[config.mk]
export PLATFORM = sky130hd
export DESIGN_NAME = lsu
export DESIGN_NICKNAME = d
export VERILOG_FILES = /design/src/rtl/lsu_pkg.sv /design/src/rtl/lsu_align.sv /design/src/rtl/lsu.sv
export SDC_FILE = /design/constraint.sdc
export NUM_CORES = 1
export LEC_CHECK = 0
export CORE_AREA = 2 2 109 122
export CTS_CLUSTER_DIAMETER = 30
export DETAILED_ROUTE_END_ITERATION = 12
export DIE_AREA = 0 0 111 124
export PLACE_DENSITY = 0.79
export SKIP_CTS_REPAIR_TIMING = 1
export SLEW_MARGIN = 20
export SYNTH_ARGS = -nofsm -noshare
export SYNTH_HDL_FRONTEND = slang
export SYNTH_SLANG_ARGS = --single-unit
[constraint.sdc]
create_clock -name clock -period 2.2 [get_ports clock]
set_input_delay 0.66 -clock clock [delete_from_list [all_inputs] [get_ports clock]]
set_output_delay 0.66 -clock clock [all_outputs]
set_load 0.03 [all_outputs]
[src/rtl/lsu_pkg.sv]
// Shared types and constants for the load/store unit: FSM states, RV32 funct3
// width codes and the request legality check used at capture time.
package lsu_pkg;

    typedef enum logic [2:0] {
        S_IDLE,
        S_RD,
        S_MRG,
        S_WR,
        S_EXT,
        S_ERR
    } state_e;

    localparam logic [2:0] F3_LB  = 3'b000;
    localparam logic [2:0] F3_LH  = 3'b001;
    localparam logic [2:0] F3_LW  = 3'b010;
    localparam logic [2:0] F3_LBU = 3'b100;
    localparam logic [2:0] F3_LHU = 3'b101;
    localparam logic [2:0] F3_SB  = 3'b000;
    localparam logic [2:0] F3_SH  = 3'b001;
    localparam logic [2:0] F3_SW  = 3'b010;

    // High when the request cannot be executed: unknown width code or an
    // address that is not naturally aligned for the access size.
    function automatic logic reqIllegal(input logic isStore, input logic [2:0] f3,
                                        input logic [1:0] off);
        logic badCode;
        logic misaligned;
        if (isStore) begin
            badCode = !((f3 == F3_SB) || (f3 == F3_SH) || (f3 == F3_SW));
        end else begin
            badCode = !((f3 == F3_LB) || (f3 == F3_LH) || (f3 == F3_LW) ||
                        (f3 == F3_LBU) || (f3 == F3_LHU));
        end
        misaligned = ((f3[1:0] == 2'b01) && off[0]) ||
                     ((f3[1:0] == 2'b10) && (off != 2'b00));
        return badCode || misaligned;
    endfunction

endpackage

[src/rtl/lsu_align.sv]
// Byte-lane logic: extracts and extends load data from a RAM word, and merges
// sub-word store data into the RAM word for read-modify-write stores.
module lsu_align
    import lsu_pkg::*;
(
    input  logic [2:0]  funct3,
    input  logic [1:0]  byteOff,
    input  logic [31:0] ramData,
    input  logic [31:0] storeData,
    output logic [31:0] loadData,
    output logic [31:0] mergedData
);

    logic [31:0] shifted;

    always_comb begin
        shifted = ramData >> {byteOff, 3'b000};
        case (funct3)
            F3_LB:   loadData = {{24{shifted[7]}}, shifted[7:0]};
            F3_LH:   loadData = {{16{shifted[15]}}, shifted[15:0]};
            F3_LBU:  loadData = {24'b0, shifted[7:0]};
            F3_LHU:  loadData = {16'b0, shifted[15:0]};
            default: loadData = shifted;
        endcase

        mergedData = ramData;
        case (funct3[1:0])
            2'b00:   mergedData[{byteOff, 3'b000} +: 8] = storeData[7:0];
            2'b01:   mergedData[{byteOff[1], 4'b0000} +: 16] = storeData[15:0];
            default: mergedData = storeData;
        endcase
    end

endmodule

[src/rtl/lsu.sv]
// Load/store unit: captures one CPU request, sequences the single-port RAM
// (read, merge, write) and reports completion with an optional error flag.
module lsu
    import lsu_pkg::*;
#(
    parameter int AW = 5
) (
    input  logic        clock,
    input  logic        nReset,
    input  logic        req,
    input  logic        wr,
    input  logic [2:0]  funct3,
    input  logic [31:0] addr,
    input  logic [31:0] wdata,
    output logic        busy,
    output logic        done,
    output logic        err,
    output logic [31:0] rdata,
    output logic        ramR,
    output logic        ramW,
    output logic [31:0] ramAddr,
    output logic [31:0] ramDataW,
    input  logic [31:0] ramDataR
);

    state_e        state_q, state_d;
    logic [AW+1:0] addr_q;
    logic [2:0]    f3_q;
    logic          wr_q;
    logic [31:0]   data_q;
    logic [31:0]   rdata_q;
    logic [31:0]   loadData;
    logic [31:0]   mergedData;
    logic          accept;
    logic          unusedAddrBits;

    assign accept         = (state_q == S_IDLE) && req;
    assign unusedAddrBits = ^addr[31:AW+2];

    lsu_align u_align (
        .funct3     (f3_q),
        .byteOff    (addr_q[1:0]),
        .ramData    (ramDataR),
        .storeData  (data_q),
        .loadData   (loadData),
        .mergedData (mergedData)
    );

    // data_q carries the store word: raw wdata for SW, replaced by the merged word in MRG.
    always_ff @(posedge clock or negedge nReset) begin
        if (!nReset) begin
            state_q <= S_IDLE;
            addr_q  <= '0;
            f3_q    <= '0;
            wr_q    <= 1'b0;
            data_q  <= '0;
            rdata_q <= '0;
        end else begin
            state_q <= state_d;
            if (accept) begin
                addr_q <= addr[AW+1:0];
                f3_q   <= funct3;
                wr_q   <= wr;
                data_q <= wdata;
            end
            if (state_q == S_MRG) data_q <= mergedData;
            if (state_q == S_EXT) rdata_q <= loadData;
        end
    end

    always_comb begin
        state_d = state_q;
        busy    = (state_q != S_IDLE);
        done    = 1'b0;
        err     = 1'b0;
        ramR    = 1'b0;
        ramW    = 1'b0;
        case (state_q)
            S_IDLE: begin
                if (req) begin
                    if (reqIllegal(wr, funct3, addr[1:0])) state_d = S_ERR;
                    else if (wr && (funct3 == F3_SW))      state_d = S_WR;
                    else                                   state_d = S_RD;
                end
            end
            S_RD: begin
                ramR    = 1'b1;
                state_d = wr_q ? S_MRG : S_EXT;
            end
            S_MRG: state_d = S_WR;
            S_WR: begin
                ramW    = 1'b1;
                done    = 1'b1;
                state_d = S_IDLE;
            end
            S_EXT: begin
                done    = 1'b1;
                state_d = S_IDLE;
            end
            S_ERR: begin
                done    = 1'b1;
                err     = 1'b1;
                state_d = S_IDLE;
            end
            default: state_d = S_IDLE;
        endcase
    end

    assign rdata    = rdata_q;
    assign ramAddr  = {{(32-AW){1'b0}}, addr_q[AW+1:2]};
    assign ramDataW = data_q;

endmodule

==> summary.txt <==
Yosys
  • Sequential area share after synthesis: 40.67%
  • Post-synth top area share: 40.67%
  • Synth top cells by count: dfrtp_1 (78), nand2_1 (49), nor2_1 (36), buf_4 (35), mux2i_1 (33)
  • Synth Instances: 481
  • Post-synth EDFFs: 0
  • #FFs+latches synth: 78
  • Ys flop type: dfrtp_1
  • YS warnings: 0
  • Syn Area/Cell: 9.978 µm²
  • Netlist cell types: 53
  • Area contributors post-synth: dfrtp_1 (41%), mux2i_1 (6.9%), buf_4 (5.5%)
  • Mapped Area: 4800 µm²
  • Biggest area consumer among synthesized cells: dfrtp_1
  • FFs w/ async S/R, synth: 100.0%
  • Most frequent cell after synthesis: dfrtp_1

GRT
  • Initial antenna violation count: 0
  • Pin count of the biggest net entering global routing: 45
  • Vias in the first global route: 4338
  • GR Util All Layers: 22.29%
  • First-pass GRT wire length: 23.58 mm
  • Grt total ovfl: 0

Drt
  • DR iter-0 viols: 224
  • Vias/cell: 5.509
  • Routed WL per cell: 19.47 µm
  • # DRC: 0
  • First-pass DRT Iterations: 5
  • Routed Antenna Nets: 0
  • Via count: 4402
  • Drt total wl: 15.56 mm

Die
  • Die area: 13760 µm²
  • Die height: 124 µm
  • Floorplan core area: 12430 µm²
  • Die Wd: 111 µm
  • Num rows: 43
  • I/O pins: 204
  • Initial Util: 38.62%

CTS
  • Clock Sinks: 78
  • H-Tree Level Count: 3
  • Skew-Pair Late Insertion Delay: 340 ps
  • Clock buffer depth: 2
  • CTS tree: done
  • Clock transition at path regs: 60 ps
  • TritonCTS Buffers: 9
  • CTS root buf: clkbuf_16

Setup path
  • Arr. time, crit path: 1450 ps
  • Worst reg2reg path depth: 5
  • Setup slack, reg-to-reg: 130 ps
  • CP startpoint kind: flop
  • Crit path cell chain: clkdlybuf4s50_1
  • Worst R2R Start: state_q[0]
  • CP max-delay cell: clkdlybuf4s50_1
  • Critical path's top delay family: buffers and inverters
  • Crit path largest cell delay: 720 ps
  • Worst Setup Path Type: reg2out
  • Sum of buffers and inverters on the critical path: 1
  • Worst Path Required: 1540 ps
  • Crit end category: output port
  • Crit path capture: ramDataW[15]
  • Worst Path Max Fanout: 3
  • Cell depth of the worst setup path: 1
  • Critical path origin: ramDataW[15]
  • Reg2reg end: ramDataW[5]

STA
  • Slew headroom: 59.02%
  • Min Tclk post-route: 2111 ps
  • Fin Setup TNS: 0 ps
  • Worst slew pin tran: 614.7 ps
  • Final Max Tran Viols: 0
  • # setup viols final: 0
  • Final Hold Vio Count: 0
  • RSZ-0062 raised after global routing: no
  • Max Clk Rate: 473.7 MHz
  • Post-route clock period utilization: 95.96%
  • Clock Skew: 7.426 ps

Placed design
  • GP Congestion: 0.8684
  • Detailed placement HPWL: 11.84 mm
  • IO buf count: 151

Layout
  • Ant. Diodes: 0
  • Nets: 745
  • Area Overhead vs Synth: 42.26%
  • Layout cells sized above 1: 16.36%

Power
  • Leak: 2.942 nW
  • Tot Pwr: 11.56 mW
  • Power Density: 1693 nW/µm²
  • Maximum vdd drop: 0.9048 mV

Status
  • Status: finished clean

Hold path
  • Class of the tightest hold or removal check: in2async

Flow run
  • Total of max-cap violations: 0
-- area by class of cell --
type                       count  area (µm²)
clock buffer                   9       225.2
clock inverter                 7       51.30
fill                        1126        5600
inverter                       7       26.28
multi-input combinational    352        2504
sequential                    78        1953
tap                          157       196.4
timing repair buffer         189        1872
-- power by group --
group          switching (mW)  internal, mW
sequential              0.586          2.20
combinational            4.06          3.34
clock                   0.610         0.765
-- layer usage --
metal	part of all wire [%]	routed length (µm)	global-route usage, %
met1	44	6780	28.58
met2	47	7371	36.69
met3	6.3	979	5.158
met4	2.7	426	9.219
met5	0	0	0
-- through the flow --
stage	util, %	setup slack [ps]	std cells	cell area, µm²	hold WS (ps)
floorplan	-	5.846	507	4898	364.4
finish	54.94	88.84	799	6828	324.9
CTS	54.51	-203.1	797	6774	341.2
detailed placement	52.28	-321.0	781	6497	496.2
global route	54.94	31.10	799	6828	364.2
global placement	52.28	-264.7	781	6497	491.1
-- flip-flops by register name, indices dropped and copies added, names as in the netlist --
name and count:
addr_q 7, f3_q 3, ramDataW 32, rdata 32, state_q 3, wr_q 1
-- how the worst min path moves through the flow --
stage	slack, ps	end	startpoint
2_1_floorplan	360	addr_q[0]	nReset
3_3_place_gp	490	rdata[15]	rdata[15]
3_5_place_dp	500	addr_q[6]	addr_q[6]
4_1_cts	340	f3_q[0]	nReset
5_1_grt	360	f3_q[0]	nReset
6_report	320	f3_q[0]	nReset
-- kinds of logic (layout without fill, tap and decap cells) --
| logic type | Yosys count | after routing | share of synthesized area, % |
|---|---|---|---|
| flip-flops | 78 | 78 | 40.67 |
| AO/OA/AOI/OAI | 132 | 132 | 22.39 |
| AND/OR/NAND/NOR | 133 | 133 | 13.61 |
| multiplexers | 54 | 54 | 12.43 |
| adder cells (fa/ha/maj) | 5 | 5 | 1.303 |
| XOR/XNOR | 1 | 1 | 0.1825 |
| buffers and inverters | 77 | 212 | 9.333 |
| other | 1 | 27 | 0.07813 |
-- layout by cell type (no fill, tap or decap), drive strengths merged, types with 8 or more instances in the layout --
cell type / n
clkdlybuf4s50: 141
dfrtp: 78
nand2: 49
buf: 43
nor2: 36
mux2i: 33
conb: 27
mux2: 21
a221oi: 17
o22a: 17
a31oi: 16
a21oi: 16
a211o: 15
nor2b: 9
clkbuf: 9
a221o: 8
o221a: 8
and2: 8
a22o: 8
o21ai: 8
Note: power is estimated with default switching activity, not from simulation.
